File: src/rtl/dram_rdq_pkg.sv
// Shared types and constants for the DRAM read-return queue.
// Entry layout: 256-bit data, 32-bit ECC, last-beat flag.
package dram_rdq_pkg;

    localparam int DATA_W    = 256;
    localparam int ECC_W     = 32;
    localparam int DEF_DEPTH = 4;
    localparam int DEF_BEATS = 2;

    typedef struct packed {
        logic [DATA_W-1:0] data;
        logic [ECC_W-1:0]  ecc;
        logic              last;
    } rdq_entry_t;

    localparam int ENTRY_W = $bits(rdq_entry_t);

endpackage

File: src/rtl/dram_rdq_mem.sv
// DEPTH x 289 register file for the read-return queue.
// One write port, one combinational read port, no reset on the stored data.
module dram_rdq_mem
    import dram_rdq_pkg::*;
#(
    parameter int DEPTH = DEF_DEPTH,
    localparam int AW   = $clog2(DEPTH)
) (
    input  logic            clk,
    input  logic            wr_en,
    input  logic [AW-1:0]   wr_addr,
    input  rdq_entry_t      wr_entry,
    input  logic [AW-1:0]   rd_addr,
    output rdq_entry_t      rd_entry
);

    rdq_entry_t mem_r [DEPTH];

    // Write port: capture one entry per enabled clock.
    always_ff @(posedge clk) begin
        if (wr_en) begin
            mem_r[wr_addr] <= wr_entry;
        end
    end

    assign rd_entry = mem_r[rd_addr];

endmodule

File: src/rtl/dram_rdq.sv
// DRAM read-return queue: buffers read beats from the pad repeater and tags burst ends.
// Optional same-cycle bypass into an empty queue is enabled with `define DRAM_RDQ_BYPASS_EN.
module dram_rdq
    import dram_rdq_pkg::*;
#(
    parameter int DEPTH = DEF_DEPTH,
    parameter int BEATS = DEF_BEATS
) (
    input  logic                     rclk,
    input  logic                     arst_l,
    input  logic                     io_dram_data_valid_buf,
    input  logic [DATA_W-1:0]        io_dram_data_in_buf,
    input  logic [ECC_W-1:0]         io_dram_ecc_in_buf,
    input  logic                     dram_io_channel_disabled_buf,
    input  logic                     rdq_rdy,
    input  logic                     rdq_ovfl_clr,
    output logic                     rdq_vld,
    output logic [DATA_W-1:0]        rdq_data,
    output logic [ECC_W-1:0]         rdq_ecc,
    output logic                     rdq_last,
    output logic [$clog2(DEPTH):0]   rdq_cnt,
    output logic                     rdq_ovfl
);

    localparam int AW = $clog2(DEPTH);
    localparam int CW = AW + 1;
    localparam int BW = $clog2(BEATS);
    localparam logic [CW-1:0] FULL_CNT  = CW'(DEPTH);
    localparam logic [BW-1:0] LAST_BEAT = BW'(BEATS - 1);

    logic [AW-1:0] wr_ptr_r;
    logic [AW-1:0] rd_ptr_r;
    logic [CW-1:0] cnt_r;
    logic [BW-1:0] beat_r;
    logic          ovfl_r;

    logic          push_s;
    logic          pop_s;
    logic          empty_s;
    logic          full_s;
    logic          byp_s;
    logic          store_s;
    logic          drop_s;
    rdq_entry_t    in_entry_s;
    rdq_entry_t    head_s;

    assign push_s  = io_dram_data_valid_buf & ~dram_io_channel_disabled_buf;
    assign empty_s = (cnt_r == '0);
    assign full_s  = (cnt_r == FULL_CNT);
    assign pop_s   = ~empty_s & rdq_rdy;

`ifdef DRAM_RDQ_BYPASS_EN
    assign byp_s   = push_s & empty_s & rdq_rdy;
`else
    assign byp_s   = 1'b0;
`endif

    // A pop frees the slot being written, so a full queue still accepts a beat alongside it.
    assign store_s = push_s & ~byp_s & (~full_s | pop_s);
    assign drop_s  = push_s & full_s & ~pop_s;

    assign in_entry_s.data = io_dram_data_in_buf;
    assign in_entry_s.ecc  = io_dram_ecc_in_buf;
    assign in_entry_s.last = (beat_r == LAST_BEAT);

    dram_rdq_mem #(.DEPTH(DEPTH)) u_mem (
        .clk      (rclk),
        .wr_en    (store_s),
        .wr_addr  (wr_ptr_r),
        .wr_entry (in_entry_s),
        .rd_addr  (rd_ptr_r),
        .rd_entry (head_s)
    );

    // Pointers, occupancy and burst beat counter; channel disable flushes them.
    always_ff @(posedge rclk or negedge arst_l) begin
        if (!arst_l) begin
            wr_ptr_r <= '0;
            rd_ptr_r <= '0;
            cnt_r    <= '0;
            beat_r   <= '0;
        end else if (dram_io_channel_disabled_buf) begin
            wr_ptr_r <= '0;
            rd_ptr_r <= '0;
            cnt_r    <= '0;
            beat_r   <= '0;
        end else begin
            if (store_s) begin
                wr_ptr_r <= wr_ptr_r + AW'(1);
            end
            if (pop_s) begin
                rd_ptr_r <= rd_ptr_r + AW'(1);
            end
            case ({store_s, pop_s})
                2'b10:   cnt_r <= cnt_r + CW'(1);
                2'b01:   cnt_r <= cnt_r - CW'(1);
                default: cnt_r <= cnt_r;
            endcase
            // Dropped and bypassed beats still belong to the burst.
            if (push_s) begin
                beat_r <= (beat_r == LAST_BEAT) ? '0 : beat_r + BW'(1);
            end
        end
    end

    // Sticky overflow flag; a new drop outranks a clear in the same cycle.
    always_ff @(posedge rclk or negedge arst_l) begin
        if (!arst_l) begin
            ovfl_r <= 1'b0;
        end else if (drop_s) begin
            ovfl_r <= 1'b1;
        end else if (rdq_ovfl_clr) begin
            ovfl_r <= 1'b0;
        end else begin
            ovfl_r <= ovfl_r;
        end
    end

    // Head presentation; outputs read zero whenever nothing is valid.
    always_comb begin
        rdq_vld  = 1'b0;
        rdq_data = '0;
        rdq_ecc  = '0;
        rdq_last = 1'b0;
        if (byp_s) begin
            rdq_vld  = 1'b1;
            rdq_data = in_entry_s.data;
            rdq_ecc  = in_entry_s.ecc;
            rdq_last = in_entry_s.last;
        end else if (!empty_s) begin
            rdq_vld  = 1'b1;
            rdq_data = head_s.data;
            rdq_ecc  = head_s.ecc;
            rdq_last = head_s.last;
        end else begin
            rdq_vld  = 1'b0;
        end
    end

    assign rdq_cnt  = cnt_r;
    assign rdq_ovfl = ovfl_r;

endmodule

File: config.mk
export PLATFORM = sky130hd
export DESIGN_NAME = dram_rdq
export DESIGN_NICKNAME = d
export VERILOG_FILES = /design/src/rtl/dram_rdq_pkg.sv /design/src/rtl/dram_rdq_mem.sv /design/src/rtl/dram_rdq.sv
export SDC_FILE = /design/constraint.sdc
export NUM_CORES = 1
export LEC_CHECK = 0
export ABC_AREA = 1
export CORE_MARGIN = 2
export CORE_UTILIZATION = 55
export CTS_BUF_LIST = sky130_fd_sc_hd__clkbuf_8
export DETAILED_ROUTE_END_ITERATION = 7
export GPL_TIMING_DRIVEN = 0
export PLACE_DENSITY = 0.8
export SETUP_SLACK_MARGIN = 0.15
export SYNTH_ARGS = -nofsm -noshare
export SYNTH_HDL_FRONTEND = slang
export SYNTH_SLANG_ARGS = --single-unit
File: constraint.sdc
create_clock -name rclk -period 18.9 [get_ports rclk]
set_clock_uncertainty 0.15 [all_clocks]
set_input_delay 4.725 -clock rclk [delete_from_list [all_inputs] [get_ports rclk]]
set_output_delay 4.725 -clock rclk [all_outputs]
set_load 0.05 [all_outputs]
## Yosys cells after proc, flatten, opt, wreduce, memory -nomap -nowiden

Memories as Yosys holds them, arrays and structs flattened.
Index checks and enable logic that the tools add are counted.

| cells by class | value |
|---|---|
| eq/ne operators | 3 |
| reduce and logical (&&, ||, !) cells | 6 |
| muxes and demuxes | 17 |
| $add $sub $neg | 5 |
| bitwise logic cells | 10 |

Operator list:

| cell | number |
|---|---|
| $mux 256 | 1 |
| $mux 32 | 1 |
| $mux 1 | 9 |
| $mux 2 | 4 |
| $reduce_bool 2->1 | 4 |
| $pmux 3 s2 | 1 |
| $and 1x1->1 | 5 |
| $add 2x1->2 const B | 2 |
| $not 1->1 | 4 |
| $add 3x1->3 const B | 1 |
| $eq 3x3->1 const B | 1 |
| $logic_not 3->1 | 1 |
| $mux 3 | 1 |
| $reduce_bool 3->1 | 1 |
| $sub 3x1->3 const B | 1 |
| $eq 2x1->1 const B | 1 |
| $eq 2x2->1 const B | 1 |
| $add 1x1->1 const B | 1 |
| $or 1x1->1 | 1 |

| storage, ports and cells | value |
|---|---|
| bits in registers | 9 |
| RAM bits | 1,156 |
| logic and storage cells | 47 |
| output and inout port bits | 294 |
| input bits | 294 |
| memories | 1 |

Memories:

| name | words | width | rd ports | clocked after memory_dff | wr ports | line | text |
|---|---|---|---|---|---|---|---|
| u_mem.mem_r | 4 | 289 | 1 | 0 | 1 | dram_rdq_mem.sv:17 | `rdq_entry_t mem_r [DEPTH];` |

## Longest topological paths before layout

| depth | value |
|---|---|
| depth in word-level cells | 8 |
| mapped depth | 11 |
| mapped depth without buffers | 11 |

## Hierarchy

A second synthesis with hierarchy kept.

| unflattened totals | value |
|---|---|
| cell total of the unflattened synthesis | 5,205 |
| area total of the unflattened synthesis | 51,309.2 µm² |

By module, submodules not included:

| module | instances | area each (µm²) | seq. area each (µm²) | cells each |
|---|---|---|---|---|
| dram_rdq_mem | 1 | 48,337.6 | 34,713.3 | 4,535 |
| dram_rdq | 1 | 2,971.6 | 225.2 | 670 |

## Least setup slack after synthesis

OpenSTA, ideal clock, no wires.

| path | value |
|---|---|
| path kind | input to register |
| from | in dram_io_channel_disabled_buf |
| to | mem u_mem.mem_r[0][0] (netlist name), enable pin |
| buffers on the path | 0 |
| required time | 17,804 ps |
| cell stages on the path | 5 |
| setup slack | 672 ps |
| arrival time | 17,131 ps |
| library setup time | 946 ps |
| cells stage by stage | inv_2 -> nand2_1 -> inv_1 -> nand2_1 -> nor2_1 |

| on the way | value |
|---|---|
| word-level cells in the longest chain between the ends | 5 |

RTL lines:

| what | line | text |
|---|---|---|
| start: declaration | dram_rdq.sv:14 | `input logic dram_io_channel_disabled_buf,` |
| $not 1->1 | dram_rdq.sv:47 | `assign push_s = io_dram_data_valid_buf & ~dram_io_channel_disabled_buf;` |
| $and 1x1->1 | dram_rdq.sv:47 |  |
| $and 1x1->1 | dram_rdq.sv:59 | `assign store_s = push_s & ~byp_s & (~full_s \| pop_s);` |
| $mux 1 | dram_rdq_mem.sv:21 | `if (wr_en) begin` |
| $mux 1 (implied by the code) | dram_rdq_mem.sv:22 | `mem_r[wr_addr] <= wr_entry;` |
| end: declaration | dram_rdq_mem.sv:17 |  |

Every way passes these cells.

## Final worst setup path

| path | value |
|---|---|
| from | reg cnt_r[0] (netlist: rdq_cnt[0]) |
| to | out rdq_data[138] |

| on the way | value |
|---|---|
| word-level cells in the longest chain between the ends | 2 |

RTL lines:

| what | line | text |
|---|---|---|
| start: declaration | dram_rdq.sv:33 | `logic [CW-1:0] cnt_r;` |
| start signal: assignment | dram_rdq.sv:95 | `2'b10: cnt_r <= cnt_r + CW'(1);` |
| start signal: assignment | dram_rdq.sv:96 | `2'b01: cnt_r <= cnt_r - CW'(1);` |
| start signal: assignment | dram_rdq.sv:97 | `default: cnt_r <= cnt_r;` |
| $logic_not 3->1 | dram_rdq.sv:48 | `assign empty_s = (cnt_r == '0);` |
| $mux 256 | dram_rdq.sv:130 | `end else if (!empty_s) begin` |
| end: declaration | dram_rdq.sv:18 | `output logic [DATA_W-1:0] rdq_data,` |

Every way passes these cells.

==> out/results.tsv <==
metric	value	unit
cts_max_level	4	
core_area	81700	um2
rrSetupSlack	15.70	ns
cts_tree	yes	
worst-path-buf-inv	4	
crit_required	14.03	ns
fp.dieH	291	um
stdcell_area	57000	um2
synth_top_cell_by_area	edfxtp_1	
final_cell_mix	nor2_1, edfxtp_1, clkdlybuf4s50_1	
fin_tns_setup	0	ns
postPlaceCellArea	53600	um2
ys_seq_area_share	77.2	%
whs_endpoint	wr_ptr_r[0]$_DFFE_PN0P_	
cp.arrival	3.73	ns
clock_latency	0.81	ns
r2r_end	u_mem.mem_r[3][97]$_DFFE_PP_	
wl_met2	61800	um
fin_nets	4592	
grt_pass1_vias	30600	
cts_buffers	181	
maxCapViolations	0	
die_w	291	um
avgRoutedWirePerCell	22.3	um
gr-total-overflow	0	
cpMostUsedCell	buf_2	
crit_path_top_delay_cell	clkdlybuf4s50_1	
syn_area	45300	um2
grt_setup_unrepaired	false	
powerDensity	145	nW/um2
worstSetupPathType	flop to primary output	
slowest_delay	0.81	ns
worst_setup_path_end_kind	primary output	
drc_errors	0	
drt_iter0_drc	2987	
gp_congestion	0.817	
routed.top_layer	met5	
cp_top_family	buffers and inverters	
synth_seq_cells	1165	
yosysUniqueCellTypes	21	
area_growth_syn_to_layout	26.0	%
die_area	84600	um2
num_vias	31100	
synth_top_family_by_area	simple AND/OR/NAND/NOR gates	
initial_utilization	55.4	%
antenna_found_initial	37	
ir_drop	0.122	mV
synthSimpleGateAreaFrac	9.88	%
min_period_over_period	45.5	%
layout_commonest_cell	nor2_1	
synthTopCellsByArea	edfxtp_1, nor2_1, o21ai_0	
setup_viol	0	
clock_sinks	1165	
synth_fa_ha_area_share	0.155	%
worstReg2RegStart	rdq_cnt[0]$_DFFE_PN0P_	
dr.pass1.iters	5	
hold_class	flop to flop	
fill_cells	5355	
p_leak	0.0196	uW
netlist.area_leader.share	76.7	%
cts_setup_buffers	0	
clockBufferDepth	3	
synth_compound_area_share	9.67	%
finalCriticalPeriod	8.60	ns
hold_depth	1	
tightest_slew	1.07	ns
wl_met1	44400	um
io-pin-count	588	
met3_length	11900	um
grt_pass1_wl	182000	um
final_antenna_net_count	0	
fmax	116	MHz
slew_violations	0	
relSlewSlack	29.0	%
ys.warnings.count	0	
syn_avg_cell_area	13.0	um2
syn_inst	3474	
status	complete, no violations	
drive_gt1_share	9.66	%
crit_chain	nor2_1 > nand2_1 > inv_2 > buf_2 > buf_2 > a21oi_1 > clkdlybuf4s50_1	
wl	124000	um
grt_max_degree	31	
clk_pin_slew	0.06	ns
vias_per_cell	5.62	
crit_start	rdq_cnt[0]$_DFFE_PN0P_	
rr_worst_depth	8	
num_rows	105	
place_hpwl	80700	um
postSynthNetCount	3773	
grt.total_usage	28.7	%
placement.io_buffers	587	
hold_viol	0	
synth-xor-area-share	0.0387	%
startpoint_type	flop	
hold_buffers	0	
cts_resized	0	
cp.depth	7	
worstPathMaxFanout	10	
cts_root_buf	clkbuf_8	
hp-start	wr_ptr_r[0]$_DFFE_PN0P_	
synth_mux_area_share	0	%
## power breakdown
group,switching [uW],total (uW),internal (uW)
combinational,2330,3280,951
sequential,27.9,3000,2970
clock,953,1990,1030
total,3310,8260,4950
## Yosys cell counts, drive strengths merged
cell and n:
nor2 1163, edfxtp 1156, o21ai 581, a21oi 292
buf 136, clkbuf 88, inv 17, nand2 12
nand3 10, dfrtp 9, ha 4, nand4 2
xnor2 2, fa 1, o22ai 1
## logic make-up (layout without fill, tap and decap cells)
| logic type | after synthesis | after routing |
|---|---|---|
| AOI/OAI and AO/OA | 874 | 874 |
| xor gates and xnor gates | 2 | 2 |
| adders and majority gates | 5 | 5 |
| buffers and inverters | 241 | 1206 |
| DFF | 1165 | 1165 |
| other | 0 | 26 |
| and+or+nand+nor | 1187 | 1187 |
## worst max path at each step
stage	endpoint	slack [ns]
CTS	rdq_data[87]	10.18
detailed placement	u_mem.mem_r[3][143]$_DFFE_PP_	10.76
floorplan	u_mem.mem_r[0][0]$_DFFE_PP_	0.67
global route	rdq_data[87]	10.10
global placement	u_mem.mem_r[1][143]$_DFFE_PP_	-9.16
finish	rdq_data[138]	10.30
## area by class of cell
cell class	count	area [um2]	share of cell area, %
clock inverters	140	800	1.40
diodes	26	65.1	0.114
clock buffers	189	2600	4.56
plain buffers	224	1310	2.30
multi-input cells	2068	8970	15.7
flip-flops and latches	1165	34900	61.3
inverters	17	63.8	0.112
repair buffers	636	6940	12.2
well taps	1070	1340	2.35
## layer usage
layer	up-vias	GRT usage (%)
met5	-	0
met4	16	13.8
met3	316	7.97
met2	1641	47.9
met1	15000	34.7
li1	14100	-
## metrics by stage
stage / hold slack [ns] / utilization, % / instances / setup WS, ns / power [uW]
4_1_cts: 0.415 / 69.7 / 5509 / 10.18 / 8270
6_report: 0.407 / 69.8 / 5535 / 10.30 / 8260
5_1_grt: 0.431 / 69.8 / 5533 / 10.10 / 8540
3_3_place_gp: 0.387 / 64.2 / 5131 / -9.16 / 6330
3_5_place_dp: 0.400 / 65.5 / 5180 / 10.76 / 6290
2_1_floorplan: 0.345 / - / 3474 / 0.672 / 5110
## state kept, by name (all words and copies together) (netlist names)
signal,flops
beat_r,1
rdq_cnt,3
rdq_ovfl,1
wr_ptr_r,2
rd_ptr_r,2
u_mem.mem_r,1156
Note: power is estimated with default switching activity, not from simulation.
